<file path="src/rtl/collision_scanner.sv">
// Per-frame obstacle scanner: snapshots the player hitbox, walks the obstacle table
// through the external overlap checker and reports first hit index and hit count.
module collision_scanner #(
    parameter int NUM_OBJ = 16,
    parameter int IDX_W   = 4
) (
    input  logic             Clk,
    input  logic             Reset_n,
    input  logic             Start,
    input  logic [9:0]       PlayerX,
    input  logic [9:0]       PlayerY,
    input  logic [9:0]       PlayerW,
    input  logic [9:0]       PlayerH,
    output logic [IDX_W-1:0] ObjIdx,
    input  logic [9:0]       ObjX,
    input  logic [9:0]       ObjY,
    input  logic [9:0]       ObjW,
    input  logic [9:0]       ObjH,
    input  logic             ObjValid,
    output logic [9:0]       X1,
    output logic [9:0]       Y1,
    output logic [9:0]       Width1,
    output logic [9:0]       Height1,
    output logic [9:0]       X2,
    output logic [9:0]       Y2,
    output logic [9:0]       Width2,
    output logic [9:0]       Height2,
    input  logic             Collided,
    output logic             Busy,
    output logic             Done,
    output logic             Hit,
    output logic [IDX_W-1:0] HitIdx,
    output logic [IDX_W:0]   HitCount
);

    typedef enum logic [1:0] {
        S_IDLE,
        S_ADDR,
        S_CHECK,
        S_DONE
    } state_t;

    localparam logic [IDX_W-1:0] LAST_IDX = IDX_W'(NUM_OBJ - 1);
    localparam logic [IDX_W-1:0] IDX_ONE  = IDX_W'(1);
    localparam logic [IDX_W:0]   CNT_ONE  = (IDX_W + 1)'(1);

    state_t state;
    logic   entry_hit;

    // Obstacle data goes straight to the checker; only the player side is registered.
    assign X2      = ObjX;
    assign Y2      = ObjY;
    assign Width2  = ObjW;
    assign Height2 = ObjH;

    assign entry_hit = Collided & ObjValid;

    always_ff @(posedge Clk or negedge Reset_n) begin
        if (!Reset_n) begin
            state    <= S_IDLE;
            ObjIdx   <= '0;
            X1       <= '0;
            Y1       <= '0;
            Width1   <= '0;
            Height1  <= '0;
            Busy     <= 1'b0;
            Done     <= 1'b0;
            Hit      <= 1'b0;
            HitIdx   <= '0;
            HitCount <= '0;
        end else begin
            Done <= 1'b0;
            case (state)
                S_IDLE: begin
                    if (Start) begin
                        X1       <= PlayerX;
                        Y1       <= PlayerY;
                        Width1   <= PlayerW;
                        Height1  <= PlayerH;
                        Hit      <= 1'b0;
                        HitIdx   <= '0;
                        HitCount <= '0;
                        ObjIdx   <= '0;
                        Busy     <= 1'b1;
                        state    <= S_ADDR;
                    end
                end
                S_ADDR: begin
                    state <= S_CHECK;
                end
                S_CHECK: begin
                    // Only the first hit records its index, so HitIdx is the lowest one.
                    if (entry_hit && !Hit) begin
                        Hit    <= 1'b1;
                        HitIdx <= ObjIdx;
                    end
                    if (entry_hit) begin
                        HitCount <= HitCount + CNT_ONE;
                    end
                    if (ObjIdx == LAST_IDX) begin
                        Done  <= 1'b1;
                        state <= S_DONE;
                    end else begin
                        ObjIdx <= ObjIdx + IDX_ONE;
                        state  <= S_ADDR;
                    end
                end
                S_DONE: begin
                    Busy  <= 1'b0;
                    state <= S_IDLE;
                end
                default: begin
                    state <= S_IDLE;
                end
            endcase
        end
    end

endmodule

</file>
<file path="config.mk">
export PLATFORM = sky130hd
export DESIGN_NAME = collision_scanner
export DESIGN_NICKNAME = d
export VERILOG_FILES = /design/src/rtl/collision_scanner.sv
export SDC_FILE = /design/constraint.sdc
export NUM_CORES = 1
export LEC_CHECK = 0
export ABC_AREA = 1
export CORE_MARGIN = 3
export CORE_UTILIZATION = 36
export DETAILED_ROUTE_END_ITERATION = 16
export PLACE_DENSITY = 0.83
export SETUP_SLACK_MARGIN = 0.2
export SYNTH_ARGS = -nofsm -noshare
export SYNTH_HDL_FRONTEND = slang
export SYNTH_SLANG_ARGS = --single-unit
</file>
<file path="constraint.sdc">
create_clock -name Clk -period 1.4 [get_ports Clk]
set_clock_uncertainty 0.2 [all_clocks]
set_input_delay 0.42 -clock Clk [delete_from_list [all_inputs] [get_ports Clk]]
set_output_delay 0.42 -clock Clk [all_outputs]
set_load 0.005 [all_outputs]
</file>
==> results of run 1 <==
flip-flops by register name (all words and copies together) (netlist names):
signal,count
Height1,10
X1,10
Done,1
Busy,1
Hit,1
HitCount,5
state,2
ObjIdx,4
Width1,10
Y1,10
HitIdx,4
per-layer routing:
layer  track usage  share of wire
met4         0.106          0.026
met5             0              0
met3        0.0425          0.061
met1         0.232           0.38
met2         0.346           0.54
stage by stage:
stage / TNS (ns) / total power, mW / cell area, µm² / instances / hold slack [ns]
floorplan: 0 / 4.28 / 2790 / 325 / -0.0756
global placement: -22.21 / 6.21 / 3790 / 498 / 0.0968
detailed placement: -24.91 / 6.32 / 3790 / 498 / 0.0978
CTS: -7.46 / 9.29 / 4530 / 556 / 0.264
global route: -13.37 / 10.8 / 4890 / 583 / 0.279
finish: -8.26 / 10.2 / 4890 / 583 / 0.272
area by class of cell:
type	count	share of cell area
multi-input cells	199	0.247
flip-flops and latches	58	0.297
clock buffers	14	0.0373
clock inverters	1	0.00153
inverters	15	0.0125
well taps	99	0.0253
repair buffers	197	0.379
power breakdown:
group          leakage [nW]  total [mW]  switching (mW)  internal (mW)
logic                  1.75        5.91            2.50           3.41
clock network        0.0948        1.49           0.666          0.828
registers             0.734        2.81           0.441           2.37
Yosys cell counts, drive strengths merged:
cell type and instances:
nand2 122, a21oi 3, clkbuf 4, o21ai 5
buf 49, dfrtp 58, ha 2, nand4 5
nor2 14, nor3b 1, nand3 47, inv 15
cells by family after synthesis:
| logic type | count (synthesis) |
|---|---|
| AOI/OAI and AO/OA | 8 |
| adders and majority gates | 2 |
| buffers and inverters | 68 |
| DFF | 58 |
| and+or+nand+nor | 189 |
timing repair:
item / CTS / global route
gates cloned: 9 / 0
pin swaps: 26 / 26
resized for setup: 305 / 50
hold endpoints to repair: 49 / 0
setup buffers: 33 / 27
hold buffers: 1 / 0
endpoints found under the setup margin: 113 / 113
worst paths after layout:
check,startpoint,end,depth (start not counted)
setup / recovery,state[1]$_DFFE_PN0P_,Width1[4]$_DFFE_PN0P_,7
hold / removal,Reset_n,Height1[3]$_DFFE_PN0P_,2
setup reg to reg,state[1]$_DFFE_PN0P_,Width1[4]$_DFFE_PN0P_,7
hold reg to reg,Height1[5]$_DFFE_PN0P_,Height1[5]$_DFFE_PN0P_,2
max in group asynchronous,Reset_n,state[0]$_DFFE_PN0P_,3
min in group Clk,Height1[5]$_DFFE_PN0P_,Height1[5]$_DFFE_PN0P_,2
worst max-delay path, stage by stage, from the launching register on:
cell     delay (ns)
dfrtp_2        0.44
nor2_4         0.22
buf_8          0.15
buf_6          0.12
buf_12         0.10
buf_16         0.11
nand3_2        0.05
nand2_1        0.07
==> results.json, run 1 <==
{
  "clk_latency_ns": 0.33,
  "die_y_um": 93.7,
  "clock.fmax_mhz": 648,
  "fill_cells": 588,
  "worst_setup_path_end_kind": "flop",
  "avgRoutedWirePerCell_um": 15.2,
  "yosys.area.top_type": "dfrtp_1",
  "synth_warnings": 0,
  "num_vias": 2753,
  "dieArea_um2": 8780,
  "rsz0062_at_grt": "yes",
  "track_usage": 0.200,
  "setup_violations": 109,
  "layout_common_cells": "nand2_1, buf_4, buf_2",
  "ff_latch_area_um2": 1450,
  "synth_compound_gate_area_share": 0.0145,
  "grt_pass1_wl_um": 13600,
  "hp-class": "input pin to async pin",
  "synth_top_area_share": 0.524,
  "synthAdderAreaFrac": 0.00903,
  "viasPerCell": 4.72,
  "fin_nets": 567,
  "ys_seq_area_frac": 0.524,
  "rows": 31,
  "period_minus_slack_ns": 1.54,
  "cp_max_fo": 5,
  "cp.required_ns": 1.47,
  "fp.dieW_um": 93.7,
  "ys_seq_elements": 58,
  "route.detailed.drc": 0,
  "r2r_slack_ns": -0.14,
  "syn_avg_cell_area_um2": 8.52,
  "tightestPinTransition_ns": 0.368,
  "area_growth_pct": 76.6,
  "final_antenna_net_count": 0,
  "numCtsBuffers": 9,
  "synth.area.mux_share": 0,
  "synth-xor-area-share": 0,
  "hold_viol_final": 0,
  "drt-total-wl_um": 8870,
  "cts_tree": "done",
  "leakage_nw": 2.58,
  "fin_util": 0.664,
  "yosys-top-cells-area": "dfrtp_1, nand2_1, buf_4",
  "portBuffers": 100,
  "netlist_instances": 325,
  "clkTransAtPathRegs_ns": 0.07,
  "synth_top_family_by_area": "simple AND/OR/NAND/NOR gates",
  "min_period_over_period": 1.10,
  "synth_nets": 412,
  "ioPinCount": 181,
  "hpwl_um": 4960,
  "worstPathArrival_ns": 1.61,
  "syn-cell-area_um2": 2770,
  "final_max_slew_viol_count": 0,
  "final_common_cell": "nand2_1",
  "n_antenna_cell": 0,
  "drtIter0Drc": 88,
  "maxCapViolCount": 0,
  "first_global_vias": 2808,
  "initial_utilization": 0.376,
  "layout-drive-gt1-share": 0.525,
  "start_kind": "flop",
  "worst_slack_ns": -0.143,
  "htreeDepth": 3,
  "numClockSinks": 58,
  "crit_type": "flop to flop",
  "violations": "negative setup slack",
  "synth-simple-area-share": 0.299,
  "multi_input_area_um2": 1210,
  "relSlewSlack": 0.755,
  "gp_congestion": 0.878,
  "clockRootBuffer": "clkbuf_8",
  "antenna_found_initial": 0,
  "dpl_worst_slack_ns": -0.481,
  "grt-ovfl-total": 0,
  "cellPowerDensity_nw_per_um2": 2090,
  "dr.pass1.iters": 6,
  "peakVddDrop_v": 0.000924,
  "status": "finished with violations",
  "cts.path.max_buffers": 2,
  "core_um2": 7370,
  "ys_types": 19,
  "grt_max_degree": 40
}
Note: power is estimated with default switching activity, not from simulation.
==> run 2, diff against run 1 <==
- CORE_UTILIZATION: 36 -> 39
- PLACE_DENSITY: 0.83 -> 0.89
- SKIP_LAST_GASP: not set -> 1
- clock period: 1.4 -> 1.9 ns (I/O delays scaled with it)
==> run 2 against run 1 <==
Against the previous run: the run now ends clean; register-to-register slack improved by 0.48 ns; worst hold slack got worse by 0.24 ns; clock power fell by 30%; global-route usage fell by 2.9 points; cell area fell by 21%; cell count fell by 9.8%; total power fell by 47%; critical path type is now flop to output pin; critical endpoint is now HitCount[2]; highest routed layer unchanged.
==> results.json, run 2 (same netlist as run 1, synthesis figures left out) <==
{
  "status": "completed",
  "min_period_over_period": 0.877,
  "first_global_vias": 2429,
  "portBuffers": 100,
  "area_growth_pct": 39.0,
  "fp.dieW_um": 90.3,
  "worstPathArrival_ns": 0.90,
  "period_minus_slack_ns": 1.67,
  "num_vias": 2434,
  "layout-drive-gt1-share": 0.281,
  "hold_viol_final": 0,
  "wl_met3_um": 438,
  "setup_violations": 0,
  "avgRoutedWirePerCell_um": 13.3,
  "hp-class": "input pin to async pin",
  "drt-total-wl_um": 6980,
  "final_antenna_net_count": 0,
  "cts_tree": "done",
  "max_stage_delay_ns": 0.38,
  "ioPinCount": 181,
  "peakVddDrop_v": 0.000571,
  "r2r_start": "state[0]$_DFFE_PN0P_",
  "design_area_um2": 3850,
  "rows": 30,
  "dr.pass1.iters": 7,
  "viasPerCell": 4.63,
  "top_layer": "met4",
  "grt-ovfl-total": 0,
  "dieArea_um2": 8150,
  "tightestPinTransition_ns": 0.378,
  "clkTransAtPathRegs_ns": 0.06,
  "crit_slowest_cell": "dfrtp_1",
  "maxCapViolCount": 0,
  "rsz0062_at_grt": "no",
  "drt-met1-wl_um": 2820,
  "clk_latency_ns": 0.32,
  "n_antenna_cell": 0,
  "htreeDepth": 3,
  "numClockSinks": 58,
  "hpwl_um": 4840,
  "relSlewSlack": 0.748,
  "cellPowerDensity_nw_per_um2": 1400,
  "grt_max_degree": 59,
  "cp.required_ns": 1.13,
  "initial_utilization": 0.405,
  "worst_slack_ns": 0.234,
  "final_max_slew_viol_count": 0,
  "track_usage": 0.171,
  "reg2reg_to": "Width1[7]$_DFFE_PN0P_",
  "fin_nets": 513,
  "ff2ff_path_depth": 4,
  "numCtsBuffers": 9,
  "cp_max_fo": 2,
  "path_buf_inv": 1,
  "clockRootBuffer": "clkbuf_8",
  "drtIter0Drc": 86,
  "grt_pass1_wl_um": 11300,
  "die_y_um": 90.3,
  "dpl_worst_slack_ns": -0.132,
  "r2r_slack_ns": 0.34,
  "gp_congestion": 0.825,
  "path_cells": "clkdlybuf4s15_1",
  "route.detailed.drc": 0,
  "crit_type": "flop to output pin",
  "clock.fmax_mhz": 600,
  "route.met2.wl_um": 3620,
  "power_mw": 5.40,
  "placed_cell_area_um2": 3670,
  "cts.path.max_buffers": 2,
  "final_common_cell": "nand2_1",
  "layout_common_cells": "nand2_1, dfrtp_1, nand3_1",
  "worst_setup_path_end_kind": "output pin",
  "core_um2": 6830,
  "leakage_nw": 2.11,
  "start_kind": "flop",
  "critical-path-top-delay-family": "flip-flops",
  "antenna_found_initial": 0
}
-- run 2: cell count changes in the layout (fill, tap and decap cells not counted), sizes merged, moves of 2 or more --
cell,change
buf,-75
clkbuf,+15
clkdlybuf4s15,+6
clkdlybuf4s50,+2
clkinv,+2
dlygate4sd2,-2
-- run 2: how the worst max path moves through the flow --
stage	start	endpoint	slack (ns)	depth (start not counted)
3_5_place_dp	Start	ObjIdx[1]$_DFFE_PN0P_	-0.13	6
4_1_cts	HitCount[2]$_DFFE_PN0P_	HitCount[2]	0.15	1
5_1_grt	HitCount[0]$_DFFE_PN0P_	HitCount[0]	0.20	1
6_report	HitCount[2]$_DFFE_PN0P_	HitCount[2]	0.23	1
2_1_floorplan	ObjH[0]	Height2[0]	0.45	1
3_3_place_gp	Start	ObjIdx[3]$_DFFE_PN0P_	-0.04	6
-- run 2: area by class of cell --
type	count	area (µm²)
Tap cell	96	120
Timing Repair Buffer	143	1140
Sequential cell	58	1450
Clock buffer	13	179
Inverter	15	56.3
Multi-Input combinational cell	199	896
Fill cell	650	2980
Clock inverter	2	10.0
-- run 2: per-layer routing --
| metal | global-route usage | up-vias |
|---|---|---|
| met3 | 0.0525 | 14 |
| li1 | - | 1183 |
| met2 | 0.308 | 113 |
| met5 | 0 | - |
| met4 | 0.0753 | 0 |
| met1 | 0.184 | 1124 |
-- run 2: stage by stage --
step,TNS (ns),cells,util,hold WS [ns]
6_report,0,526,0.564,0.0340
4_1_cts,0,518,0.567,0.0395
5_1_grt,0,526,0.564,0.0686
3_5_place_dp,-2.20,480,0.537,0.258
3_3_place_gp,-0.223,480,0.537,0.255
2_1_floorplan,0,325,-,0.0744
-- run 2: where the power goes --
group / switching, mW / internal [mW] / leakage, nW / total [mW]
clock network: 0.448 / 0.604 / 0.101 / 1.05
logic: 1.19 / 1.11 / 1.27 / 2.30
registers: 0.302 / 1.74 / 0.736 / 2.04
total: 1.94 / 3.46 / 2.11 / 5.40
-- run 2: repair_timing --
action / 4_1_cts / 5_1_grt
hold buffers: 0 / 0
buffers inserted: 23 / 8
gates cloned: 0 / 0
endpoints found under the setup margin: 56 / 30
resized for setup: 175 / 21
==> run 3, diff against run 2 <==
- CTS_CLUSTER_SIZE: not set -> 28
==> results of run 3 <==
Final layout, timing and power as in run 2 (identical DEF).
